### config.mk
export PLATFORM = sky130hd
export DESIGN_NAME = reg_ctx_stack
export DESIGN_NICKNAME = d
export VERILOG_FILES = /design/src/rtl/reg_ctx_stack.sv
export SDC_FILE = /design/constraint.sdc
export NUM_CORES = 2
export LEC_CHECK = 0
export CAP_MARGIN = 20
export CORE_MARGIN = 5
export CORE_UTILIZATION = 45
export CTS_CLUSTER_SIZE = 12
export DETAILED_ROUTE_END_ITERATION = 7
export SYNTH_ARGS = -nofsm -noshare
export SYNTH_HDL_FRONTEND = slang
export SYNTH_SLANG_ARGS = --single-unit
### constraint.sdc
create_clock -name clk -period 11.2 [get_ports clk]
set_input_delay 2.24 -clock clk [delete_from_list [all_inputs] [get_ports clk]]
set_output_delay 2.24 -clock clk [all_outputs]
set_load 0.1 [all_outputs]
### src/rtl/reg_ctx_stack.sv
// Register-context stack: saves/restores a full register set per cycle with an
// internal stack pointer, full/empty status, sticky error flags and atomic swap.
module reg_ctx_stack #(
  parameter int WIDTH = 8,
  parameter int NREG  = 9,
  parameter int DEPTH = 32,
  localparam int AW   = $clog2(DEPTH)
) (
  input  logic                  clk,
  input  logic                  rst,
  input  logic                  push,
  input  logic                  pop,
  input  logic                  err_clr,
  input  logic [NREG*WIDTH-1:0] regs_in,
  output logic [NREG*WIDTH-1:0] regs_out,
  output logic                  restore_valid,
  output logic [AW:0]           sp,
  output logic                  full,
  output logic                  empty,
  output logic                  overflow,
  output logic                  underflow
);

  localparam int DW = NREG * WIDTH;
  localparam logic [AW:0] SP_MAX = (AW + 1)'(DEPTH);
  localparam logic [AW:0] SP_ONE = (AW + 1)'(1);

  logic [DW-1:0] mem [DEPTH];

  logic [AW:0]   sp_dec;
  logic [AW-1:0] top_addr;
  logic [AW-1:0] wr_addr;
  logic          do_push;
  logic          do_pop;
  logic          do_swap;
  logic          ovf_evt;
  logic          unf_evt;
  logic          wr_en;
  logic          rd_en;

  assign full  = (sp == SP_MAX);
  assign empty = (sp == '0);

  // push+pop on an empty stack degrades to a plain push
  always_comb begin
    sp_dec   = sp - SP_ONE;
    top_addr = sp_dec[AW-1:0];
    do_swap  = push & pop & ~empty;
    do_push  = push & (~pop | empty) & ~full;
    do_pop   = pop & ~push & ~empty;
    ovf_evt  = push & ~pop & full;
    unf_evt  = pop & ~push & empty;
    wr_en    = ~rst & (do_push | do_swap);
    rd_en    = do_pop | do_swap;
    wr_addr  = do_swap ? top_addr : sp[AW-1:0];
  end

  always_ff @(posedge clk) begin
    if (wr_en) begin
      mem[wr_addr] <= regs_in;
    end
  end

  // regs_out is the registered read port; a same-edge swap write is not yet visible
  always_ff @(posedge clk) begin
    if (rst) begin
      sp            <= '0;
      regs_out      <= '0;
      restore_valid <= 1'b0;
      overflow      <= 1'b0;
      underflow     <= 1'b0;
    end else begin
      restore_valid <= rd_en;
      if (rd_en) begin
        regs_out <= mem[top_addr];
      end
      if (do_push) begin
        sp <= sp + SP_ONE;
      end else if (do_pop) begin
        sp <= sp_dec;
      end
      if (ovf_evt) begin
        overflow <= 1'b1;
      end else if (err_clr) begin
        overflow <= 1'b0;
      end
      if (unf_evt) begin
        underflow <= 1'b1;
      end else if (err_clr) begin
        underflow <= 1'b0;
      end
    end
  end

endmodule

Yosys cells after proc, flatten, opt, wreduce, memory -nomap -nowiden
Memories as Yosys holds them, arrays and structs flattened. A register that Yosys moved wholly into a read port is not among the register bits.
Cells that the tools add are included.
{"block": "totals", "regBits": 9, "latch_bits": 0, "ram_bits": 2304, "rom_bits": 0, "in_bits": 77, "out_inout_bits": 83, "wordCells": 38, "mem_count": 1}
{"name": "mem", "words": 32, "width": 72, "read_ports": 1, "rd_ports_with_merged_regs": 1, "write_ports": 1, "line": "28", "source": "logic [DW-1:0] mem [DEPTH];"}
{"block": "op_classes", "add_sub_neg": 2, "multipliers": 0, "div_mod_pow": 0, "order_cmp": 0, "eq_ne": 1, "shift": 0, "mux": 8, "n_bitwise": 18, "reduce_logical": 4}
{"cell": "2-to-1 mux 6 bit", "count": 2}
{"cell": "AND 1 bit", "count": 10}
{"cell": "adder 6 x 1 -> 6 bit, second input constant", "count": 1}
{"cell": "equality test 6 bit, second input constant", "count": 1}
{"cell": "logical NOT 6 bit", "count": 1}
{"cell": "nonzero test 2 bit", "count": 3}
{"cell": "subtractor 6 x 1 -> 6 bit, second input constant", "count": 1}
{"cell": "2-to-1 mux 1 bit", "count": 5}
{"cell": "2-to-1 mux 5 bit", "count": 1}
{"cell": "NOT 1 bit", "count": 5}
{"cell": "bitwise OR 1 bit", "count": 3}

Longest topological paths before layout
{"block": "logic_depth", "depth_word": 8, "ltp_mapped": 13}

Least setup slack after synthesis
OpenSTA, ideal clock, no wires.
{"block": "synth_timing", "path_kind": "reg2reg", "start": "register sp[0]", "end": "memory mem[20][0] in the netlist's numbering, enable pin", "setup_time_ns": 0.609, "arrival_ns": 8.786, "required_ns": 10.591, "slack_ns": 1.805, "stages_incl_launch_ff": 12, "path_buffers": 6, "path_cell_list": "dfxtp_1 > buf_2 > buf_2 > buf_1 > inv_1 > ha_1 > clkbuf_1 > clkbuf_1 > clkbuf_1 > nand2_1 > a21boi_0 > a211oi_1"}
{"block": "synth_via", "elab_chain_cells": 8}
{"element": "start: declaration", "line": "17", "source": "output logic [AW:0] sp,"}
{"element": "start signal: assignment", "line": "78", "source": "sp <= sp + SP_ONE;"}
{"element": "start signal: assignment", "line": "80", "source": "sp <= sp_dec;"}
{"element": "logical NOT 6 bit", "line": "42", "source": "assign empty = (sp == '0);"}
{"element": "bitwise OR 1 bit", "line": "49", "source": "do_push = push & (~pop | empty) & ~full;"}
{"element": "AND 1 bit (2 in series)", "line": "49"}
{"element": "bitwise OR 1 bit", "line": "53", "source": "wr_en = ~rst & (do_push | do_swap);"}
{"element": "AND 1 bit", "line": "53"}
{"element": "2-to-1 mux 1 bit", "line": "59", "source": "if (wr_en) begin"}
{"element": "2-to-1 mux 1 bit (implied by the code)", "line": "60", "source": "mem[wr_addr] <= regs_in;"}
{"element": "end: declaration", "line": "28"}
Several ways; a longest one is shown, not always the timed one.

Worst setup path after layout
{"block": "layout_timing", "start": "register sp[0]", "end": "output port full"}
{"block": "layout_via", "elab_chain_cells": 1}
{"element": "equality test 6 bit", "line": "41", "source": "assign full = (sp == SP_MAX);"}
{"element": "end: declaration", "line": "18", "source": "output logic full,"}
No other way between the ends.

==> impl_metrics.csv <==
group,metric,value,unit
placed_design,portBuffers,159,
global_route,gr-usage-all-layers,0.214,
logic_synthesis,synth_seq_cells,2385,
worst_setup_path,path_class,"flip-flop to output port",
detailed_routing,via_count,42900,
worst_setup_path,cp_max_fo,24,
floorplanning,die_area,210000,sq um
detailed_routing,ant_nets,0,
sta,report.final.setup_viol,0,
cts,postCtsResizedCells,0,
logic_synthesis,synth_edf_count,2304,
job,max_cap_violations,0,
sta,setup_tns,0,ps
final_layout,fillers,15400,
logic_synthesis,yosysUniqueCellTypes,54,
worst_setup_path,worst_setup_path_end_kind,"output port",
cts,clockRootBuffer,"clkbuf_16",
final_layout,final_cells,7183,
logic_synthesis,syn_inst,3985,
logic_synthesis,synth_nets,4064,
sta,fmax,0.163,GHz
logic_synthesis,syn_avg_cell_area,22.7,sq um
final_layout,multi_input_area,19100,sq um
sta,min_period,6150,ps
logic_synthesis,ys.flop_type,"edfxtp_1",
worst_setup_path,crit_slowest_cell,"clkdlybuf4s50_1",
sta,relSlewSlack,0.212,
sta,finalHoldViolCount,0,
floorplanning,dieWidth,459,microns
worst_setup_path,worst_setup_path_start_kind,"flip-flop",
logic_synthesis,synthArstFlopShare,0,
logic_synthesis,syn_area,90600,sq um
detailed_routing,totalWireLength,227000,microns
cts,post-cts-setup-buffers,0,
logic_synthesis,yosys_warnings,0,
detailed_routing,firstDrtPassIters,5,
global_route,grt.overflow.total,0,
power_and_ir_drop,leakagePower,32.7,nW
sta,tightest_slew,1180,ps
placed_design,gp_congestion,0.784,
worst_setup_path,startpoint,"sp[0]",
cts,cts_tree,"yes",
detailed_routing,drtIter0Drc,4748,
placed_design,dpl.cell_count,6711,
cts,clockBufferDepth,3,
placed_design,dp_hpwl,117000,microns
worst_setup_path,rr_worst_depth,10,
cts,holdBufCountCts,0,
floorplanning,rows,164,
detailed_routing,drcViolationCount,0,
global_route,grt_pass1_vias,43600,
final_layout,nNetsFinal,4404,
worst_setup_path,path_cells,"inv_1 > ha_4 > nor4b_2 > nand2_1 > inv_1 > clkdlybuf4s50_1",
global_route,grt_pass1_wl,324000,microns
logic_synthesis,ys_seq_area_frac,0.782,
worst_setup_path,crit_top_cell,"inv_1",
floorplanning,coreArea,200000,sq um
worst_hold_path,min_path_type,"flip-flop to flip-flop",
worst_setup_path,rrSetupSlack,5960,ps
floorplanning,boundaryPins,160,
cts,clk_latency,890,ps
floorplanning,initial_core_util,0.453,
worst_setup_path,crit_end,"full",
global_route,grt_max_degree,143,
power_and_ir_drop,max-vdd-ir-drop,0.000706,V
placed_design,placed_area,96000,sq um
global_route,antenna_found_initial,10,
final_layout,syn2layout_area_growth,14.8,%
floorplanning,fp.dieH,459,microns
sta,rsz0062_at_grt,"false",
sta,finalClockSkew,74.8,ps
worst_setup_path,reg2reg_from,"sp[0]",
worst_setup_path,arrival,3910,ps
cts,h-tree-depth,4,
power_and_ir_drop,power.density,278,nW/um^2
cts,cts.sinks,2385,
worst_setup_path,critPathRequiredTime,8960,ps
final_layout,design_area,104000,sq um
final_layout,seq_area,70800,sq um
final_layout,drive_above_1_share,0.242,
cts,clkTransAtPathRegs,60,ps
worst_setup_path,max_stage_delay,1170,ps
sta,finalCritPeriodShare,0.549,
cts,cts_buffers,237,
detailed_routing,routedWlPerCell,31.6,microns
status,status,"complete, no violations",
worst_setup_path,timing.rr.end,"mem[24][51]",
detailed_routing,via_per_inst,5.98,
sta,slew_viol_final,0,
[critical path, delay by kind of cell (launching register included)]
family / cells / cell delay, ps
buffers and inverters: 3 / 1580
AND/OR/NAND/NOR: 2 / 670
flip-flops: 1 / 490
adder cells (fa/ha/maj): 1 / 280
[registers in the layout, indices dropped and copies added (netlist names)]
register / flops
regs_out: 72
overflow: 1
underflow: 1
sp: 6
restore_valid: 1
mem: 2304
[area by class of cell]
cell class	instances	share of cell area
sequential	2385	0.681
multi-input combinational	1366	0.184
clock buffer	375	0.0642
timing repair buffer	327	0.0329
tap	2656	0.0320
clock inverter	59	0.00600
inverter	8	0.000289
antenna	7	0.000168
[per-stage QoR]
step	hold WS (ps)	utilization	setup slack, ps	power, W
2_1_floorplan	822	-	1810	0.0181
6_report	483	0.520	5050	0.0289
5_1_grt	508	0.520	4840	0.0300
3_3_place_gp	477	0.479	4450	0.0217
4_1_cts	484	0.516	4930	0.0292
3_5_place_dp	475	0.480	4410	0.0217
[cell families after synthesis]
| logic type | share of synthesized area |
|---|---|
| xor gates and xnor gates | 0.000470 |
| muxes | 0.175 |
| AOI/OAI and AO/OA | 0.0205 |
| buffers and inverters | 0.0111 |
| DFF | 0.782 |
| and+or+nand+nor | 0.0108 |
| adders and majority gates | 0.000276 |
[synth_stat cells, drive strengths merged, types with 2 or more instances]
library cell,instances,share of area
clkbuf,124,0.0052
o21a,2,0.00017
buf,102,0.0056
dfxtp,81,0.018
and2,3,0.00021
or3,3,0.00026
nand2b,3,0.00021
inv,8,0.00033
or4,2,0.00017
edfxtp,2304,0.76
o31a,72,0.0070
o22ai,145,0.010
xor2,2,0.00028
a21o,2,0.00017
mux4,576,0.14
nor3,25,0.0014
a21oi,10,0.00055
o2111ai,2,0.00019
nand3,6,0.00033
mux2,2,0.00025
ha,2,0.00028
and3,2,0.00014
xnor2,2,0.00019
nand2,9,0.00037
nor2b,3,0.00021
mux2i,289,0.032
a2111oi,2,0.00021
o21ai,10,0.00059
a21boi,2,0.00017
a211oi,7,0.00064
nor2,169,0.0070
[where the power goes]
group,total (W),internal [W],switching (W)
Sequential,0.0105,0.0102,0.000259
Clock,0.00747,0.00416,0.00331
Combinational,0.0109,0.00417,0.00676
[placed cells by master (no fill, tap or decap), types with 18 or more instances in the layout]
master	count
clkinv_2	18
o22ai_1	145
edfxtp_1	2304
dfxtp_1	80
o31a_1	72
nor2_1	153
clkbuf_8	23
clkbuf_16	244
mux4_2	576
clkdlybuf4s50_1	155
mux2i_1	289
clkinv_1	18
clkbuf_1	115
buf_4	130
[per-layer routing]
layer / vias up / share of wire / global-route usage
li1: 17600 / - / -
met1: 23300 / 0.42 / 0.305
met2: 1633 / 0.49 / 0.346
met3: 346 / 0.071 / 0.0402
met4: 6 / 0.023 / 0.0539
met5: - / 0.00012 / 0
[how the worst min path moves through the flow]
stage               startpoint     endpoint  slack (ps)  cells past startpoint
finish                overflow     overflow         480                      2
global route          overflow     overflow         510                      2
floorplan            mem[9][0]  regs_out[0]         820                      4
global placement      overflow     overflow         480                      2
CTS                   overflow     overflow         480                      2
detailed placement    overflow     overflow         480                      2
No activity file was read; power rests on OpenSTA's default activity.
